### src/rtl/pipe_ctrl.sv
// pipe_ctrl: stall/flush controller for the five-stage MIPS pipeline.
// Drives the IF/ID enable and flush select, the ID/EX and EX/MEM clears and
// the next-PC source. Sequences the multi-cycle mult/div unit with a 4-bit
// busy counter and runs a one-cycle REDIR state after an exception or eret.
//
// Acceptance rule for the mult/div unit (the only request/grant pair here):
// md_start_E acts as a "valid" and the unit is "ready" when busy = 0 and no
// exception is flushing E in the same cycle. A start is accepted only when
// both hold at the rising edge; a start offered while not ready is dropped
// rather than held, so the issuing stage must not rely on it being retried.
module pipe_ctrl #(
    parameter int MULT_CYC = 5,
    parameter int DIV_CYC  = 10
) (
    input  logic       clk,
    input  logic       reset,
    input  logic       stall_req_D,
    input  logic       md_use_D,
    input  logic       md_start_E,
    input  logic       md_div_E,
    input  logic       exc_req,
    input  logic       eret_M,
    output logic       en_PC,
    output logic       en_D,
    output logic       sel_D,
    output logic       clr_E,
    output logic       clr_M,
    output logic [1:0] pc_sel,
    output logic       busy
);

    // Next-PC source encodings.
    localparam logic [1:0] PC_SEQ     = 2'd0;  // PC+4 or branch target
    localparam logic [1:0] PC_HANDLER = 2'd1;  // exception handler 32'h00004180
    localparam logic [1:0] PC_EPC     = 2'd2;  // return address held in EPC

    // Busy-count load values, sized to the 4-bit counter.
    localparam logic [3:0] MULT_LOAD = 4'(MULT_CYC);
    localparam logic [3:0] DIV_LOAD  = 4'(DIV_CYC);

    // RUN accepts redirect requests; REDIR is the single cycle right after a
    // redirect, during which exc_req and eret_M are ignored.
    typedef enum logic {
        RUN   = 1'b0,
        REDIR = 1'b1
    } state_t;

    // Current FSM state; kept as a named signal so checkers can bind to it.
    state_t     state;
    state_t     state_nxt;

    logic [3:0] cnt;
    logic [3:0] cnt_nxt;

    logic       exc_take;   // exception redirect taken this cycle
    logic       eret_take;  // eret redirect taken this cycle
    logic       md_accept;  // mult/div start accepted at the coming edge
    logic       md_stall;   // D uses mult/div while the unit is occupied
    logic       any_stall;  // either kind of D-stage stall

    assign busy = (cnt != 4'd0);

    // Redirects are only honoured in RUN; the exception outranks eret.
    assign exc_take  = (state == RUN) && exc_req;
    assign eret_take = (state == RUN) && eret_M && !exc_req;

    // A start is dropped while busy or while the E instruction is flushed.
    assign md_accept = md_start_E && !busy && !exc_req;

    // The issue cycle itself already stalls a dependent D instruction.
    assign md_stall  = md_use_D && (busy || md_start_E);
    assign any_stall = md_stall || stall_req_D;

    // State register; reset aborts any REDIR in progress.
    always_ff @(posedge clk) begin
        if (reset) begin
            state <= RUN;
        end else begin
            state <= state_nxt;
        end
    end

    // Next-state and control outputs, with normal-run values as defaults.
    always_comb begin
        state_nxt = state;
        en_PC     = 1'b1;
        en_D      = 1'b1;
        sel_D     = 1'b0;
        clr_E     = 1'b0;
        clr_M     = 1'b0;
        pc_sel    = PC_SEQ;

        case (state)
            RUN: begin
                if (exc_req || eret_M) begin
                    state_nxt = REDIR;
                end
            end
            REDIR: begin
                state_nxt = RUN;
            end
        endcase

        if (reset) begin
            // Normal-run values while reset is applied.
            state_nxt = RUN;
        end else if (exc_take) begin
            // Flush F, D, E and M; the flush writes through, so enables stay 1.
            sel_D  = 1'b1;
            clr_E  = 1'b1;
            clr_M  = 1'b1;
            pc_sel = PC_HANDLER;
        end else if (eret_take) begin
            // eret itself is in M and completes, so EX/MEM is not cleared.
            sel_D  = 1'b1;
            clr_E  = 1'b1;
            pc_sel = PC_EPC;
        end else if (any_stall) begin
            // Hold PC and IF/ID, inject a bubble into E.
            en_PC = 1'b0;
            en_D  = 1'b0;
            clr_E = 1'b1;
        end
    end

    // Busy counter next value: load on an accepted start, else count down.
    always_comb begin
        cnt_nxt = cnt;
        if (md_accept) begin
            cnt_nxt = md_div_E ? DIV_LOAD : MULT_LOAD;
        end else if (cnt != 4'd0) begin
            cnt_nxt = cnt - 4'd1;
        end
    end

    // Busy counter register; exceptions leave a running count alone.
    always_ff @(posedge clk) begin
        if (reset) begin
            cnt <= 4'd0;
        end else begin
            cnt <= cnt_nxt;
        end
    end

endmodule

### config.mk
export PLATFORM = sky130hd
export DESIGN_NAME = pipe_ctrl
export DESIGN_NICKNAME = d
export VERILOG_FILES = /design/src/rtl/pipe_ctrl.sv
export SDC_FILE = /design/constraint.sdc
export NUM_CORES = 1
export LEC_CHECK = 0
export CELL_PAD_IN_SITES_DETAIL_PLACEMENT = 1
export CELL_PAD_IN_SITES_GLOBAL_PLACEMENT = 1
export CORE_MARGIN = 5
export CORE_UTILIZATION = 22
export DETAILED_ROUTE_END_ITERATION = 12
export PLACE_DENSITY = 0.65
export SLEW_MARGIN = 20
export SYNTH_ARGS = -nofsm -noshare
export SYNTH_HDL_FRONTEND = slang
export SYNTH_SLANG_ARGS = --single-unit
### constraint.sdc
create_clock -name clk -period 1.6 [get_ports clk]
set_input_delay 0.32 -clock clk [delete_from_list [all_inputs] [get_ports clk]]
set_output_delay 0.32 -clock clk [all_outputs]
set_load 0.005 [all_outputs]
* Yosys cells after proc, flatten, opt, wreduce, memory -nomap -nowiden *
Index checks and enable logic that the tools add are counted.

cells by class
  reductions and logical operators = 13
  $add $sub $neg = 1
  muxes and demuxes = 21
  bitwise operators = 1

operators with widths
  cell                 count
  $mux 1               14
  $mux 4               3
  $logic_and 1x1->1    6
  $mux 2               3
  $reduce_bool 4->1    1
  $sub 4x1->4 const B  1
  $logic_or 1x1->1     3
  $logic_not 1->1      2
  $pmux 1 s2           1
  $reduce_bool 2->1    1
  $not 1->1            1

storage, ports and cells
  register bits = 5
  logic and storage cells = 38
  output and inout port bits = 8
  bits of input ports = 8

* Depth between registers and ports, before layout *
  word-level depth = 8
  depth in mapped cells = 6

* Least setup slack after synthesis *
OpenSTA, ideal clock, no wires.

  path kind = reg-to-output
  start = register cnt[0]
  end = output en_PC
  cell stages (with the launch flop) = 7
  required time = 1.280 ns
  path slack = -0.083 ns
  arrival = 1.363 ns
  cells stage by stage = dfxtp_1 -> inv_1 -> ha_1 -> or4b_1 -> a21oi_1 -> or3_1 -> buf_4

between the ends
  longest elaborated chain between the ends = 8

RTL lines
  what                      line  text
  start: declaration        52    logic [3:0] cnt;
  start signal: assignment  141   cnt <= cnt_nxt;
  $reduce_bool 4->1         61    assign busy = (cnt != 4'd0);
  $logic_or 1x1->1          71    assign md_stall = md_use_D && (busy || md_start_E);
  $logic_and 1x1->1         71
  $logic_or 1x1->1          72    assign any_stall = md_stall || stall_req_D;
  $mux 1 (4 in series)      --
  end: declaration          23    output logic en_PC,

No other way between the ends.

* Worst setup path after layout *
  start = register cnt[0]
  end = output clr_E

between the ends
  longest elaborated chain between the ends = 8

RTL lines
  what               line  text
  $reduce_bool 4->1  61
  $logic_or 1x1->1   71
  $logic_and 1x1->1  71
  $logic_or 1x1->1   72
  $mux 1             118   end else if (any_stall) begin
  $mux 1             113   end else if (eret_take) begin
  $mux 1             107   end else if (exc_take) begin
  $mux 1             104   if (reset) begin
  end: declaration   26    output logic clr_E,

No other way between the ends.

==> run metrics <==
status finished with violations; failing checks negative setup slack; pin count of the biggest net entering global routing 9; GRT overflow 0; Min Hold Slack 0.518 ns; FF-to-FF Start cnt[0]; dpl cells 75; RSZ-0062 raised after global routing yes; leading area contributor after synthesis dfxtp_1; Skew-Pair Late Insertion Delay 0.24 ns; H-tree depth 1; I/O pin cnt 16; CTS Sinks 5; #FFs+latches synth 5; GR Util All Layers 10.6%; cts bufs inserted 3; count of final setup violators 3; vias in the first global route 391; Lkg Pwr 0.293 nW; syn_area_per_cell 8.25 um2; crit path kind flip-flop to primary output; first-pass GRT wire length 1610 um; DRT iter0 DRCs 6; share of cells above drive strength 1 50.0%; GPL Wtd Cong 0.669; Post-Layout Cell Count 81; via count 365; cell with the most instances after synthesis inv_1; max incr delay on CP 0.46 ns; Clock Skew 0.00288 ns; initial core utilization 24.1%; Worst Tran Pin Value 0.289 ns; worst hold path endpoint state; Antenna diodes 0; DR vias/cell 4.51; Synth top cells by count inv_1, dfxtp_1, nor2_1, or3_1; R2R setup slack 0 ns; Clk Tree Root Cell clkbuf_4; Mapped Cells 39; Die W 48.2 um; clock-pin slew on the worst setup and hold paths 0.04 ns; Yosys top cell area share 31.1%; maximum VDD drop 0.629 mV; WL final 1030 um; most area-consuming cells after synthesis dfxtp_1, ha_1, inv_1, or3_1, xnor2_1; Routed WL per cell 12.7 um; CP max stage cell or4b_4; hold_sp reset; Layout Area Growth over Synthesis 93.0%; Post-synth EDFFs 0; port buffer count 15; final-report hold violation count 0; top_reg_cell synth dfxtp_1; cells along the critical path inv_2 > ha_4 > or4b_4 > a21oi_4 > buf_6 > a21oi_2 > buf_2; die area 2330 um2; CTS Hold Bufs 0; ys async rst share 0%; Post-Syn Nets 49; endpoint class of the critical path primary output; Post-DP HPWL 832 um; final worst setup slack -0.362 ns; fin util 46.5%; Unique masters post-synth 20; Crit path max-delay family simple AND/OR/NAND/NOR gates; FF-to-FF path depth 6; number of buffers and inverters on the critical path 3; Fill cells 160; sequential fraction of the synthesis area 31.1%; Remaining DRCs 0; max frequency 510 MHz; Cell Pwr Density 1380 nW/um2; Startpoint Class flip-flop; Max-Cap Viols 0; number of iterations in the first detailed-routing pass 4; row count 13; nets 77; TritonCTS clock tree done; Place WS -0.767 ns; CP max FO 2; period utilization 123%; min Tclk post-route 1.96 ns; RR Endpoint cnt[0]; core area 1330 um2; Critical Path AT 1.64 ns; Mapped Area 322 um2; antenna violations before repair 0; Ys Warns 0; Hold/Removal Path Class primary input to flip-flop; hold depth 3; Slew HR 80.6%; Clock Path Buffers 2; Final Max Slew Viols 0; Crit path required time 1.28 ns; post-route ant nets 0; Chip Height 48.2 um; setup tns final -1.04 ns
[worst max path at each step]
stage,startpoint,to,depth (start not counted)
2_1_floorplan,cnt[1],en_PC,6
3_3_place_gp,md_start_E,en_D,5
3_5_place_dp,md_start_E,en_PC,5
4_1_cts,cnt[0],clr_E,7
5_1_grt,cnt[0],clr_E,7
6_report,cnt[0],clr_E,7
[report_power, final]
part	switching [mW]	internal, mW	total, mW
Clock	0.0516	0.0943	0.146
Sequential	0.0251	0.175	0.200
Combinational	0.206	0.307	0.513
Total	0.282	0.576	0.858
[placed cells by master (no fill, tap or decap), drive strengths merged]
| cell type | netlist | layout |
|---|---|---|
| dlygate4sd2 | 0 | 6 |
| or4b | 1 | 1 |
| a211oi | 2 | 2 |
| buf | 3 | 16 |
| nor2 | 3 | 3 |
| clkbuf | 1 | 5 |
| xnor2 | 2 | 2 |
| a31oi | 1 | 1 |
| a21o | 1 | 1 |
| dfxtp | 5 | 5 |
| inv | 6 | 6 |
| a221oi | 1 | 1 |
| nor3b | 1 | 1 |
| clkdlybuf4s15 | 0 | 1 |
| o211a | 1 | 1 |
| or3 | 3 | 3 |
| nor3 | 2 | 2 |
| nor4b | 1 | 1 |
| clkdlybuf4s50 | 0 | 3 |
| a21oi | 2 | 2 |
| ha | 2 | 2 |
| or3b | 1 | 1 |
[area by class of cell]
class | instances | area (um2) | share of cell area, %
tap | 15 | 18.8 | 3.02
multi-input combinational | 24 | 221 | 35.7
sequential | 5 | 103 | 16.5
clock buffer | 4 | 26.3 | 4.23
timing repair buffer | 27 | 229 | 36.9
inverter | 6 | 22.5 | 3.63
[sequential cells by signal (all words and copies together), names as in the netlist]
name	count
state	1
cnt	4
[what timing repair did]
action                                  4_1_cts  5_1_grt
resized for setup                            32        8
endpoints found under the hold margin         0        0
buffers inserted                              2        0
endpoints found under the setup margin        9        7
pin swaps                                     5        2
[through the flow]
| stage | cell area [um2] | total power [mW] |
|---|---|---|
| floorplan | 339 | 0.462 |
| global route | 621 | 0.949 |
| CTS | 596 | 0.862 |
| finish | 621 | 0.858 |
| global placement | 559 | 0.680 |
| detailed placement | 559 | 0.690 |
[worst min-delay path, stage by stage]
cell and delay [ns]:
dlygate4sd2_1 0.21, or3_4 0.14, inv_1 0.03
[per-layer routing]
layer	wire length (um)	part of all wire, %	track usage (%)	up-vias
met5	0	0	0	-
met4	4	0.39	3.23	0
met2	571	56	17.4	7
li1	-	-	-	189
met3	63	6.1	6.64	2
met1	386	38	11.0	167
[cells by family (layout without fill, tap and decap cells)]
kind of cell,Yosys count,after routing,share of synthesized area (%)
XOR/XNOR,2,2,5.45
AND/OR/NAND/NOR,12,12,23.3
buffers and inverters,10,37,14.4
adder cells (fa/ha/maj),2,2,7.78
flip-flops,5,5,31.1
AO/OA/AOI/OAI,8,8,17.9
No activity file was read; power rests on OpenSTA's default activity.
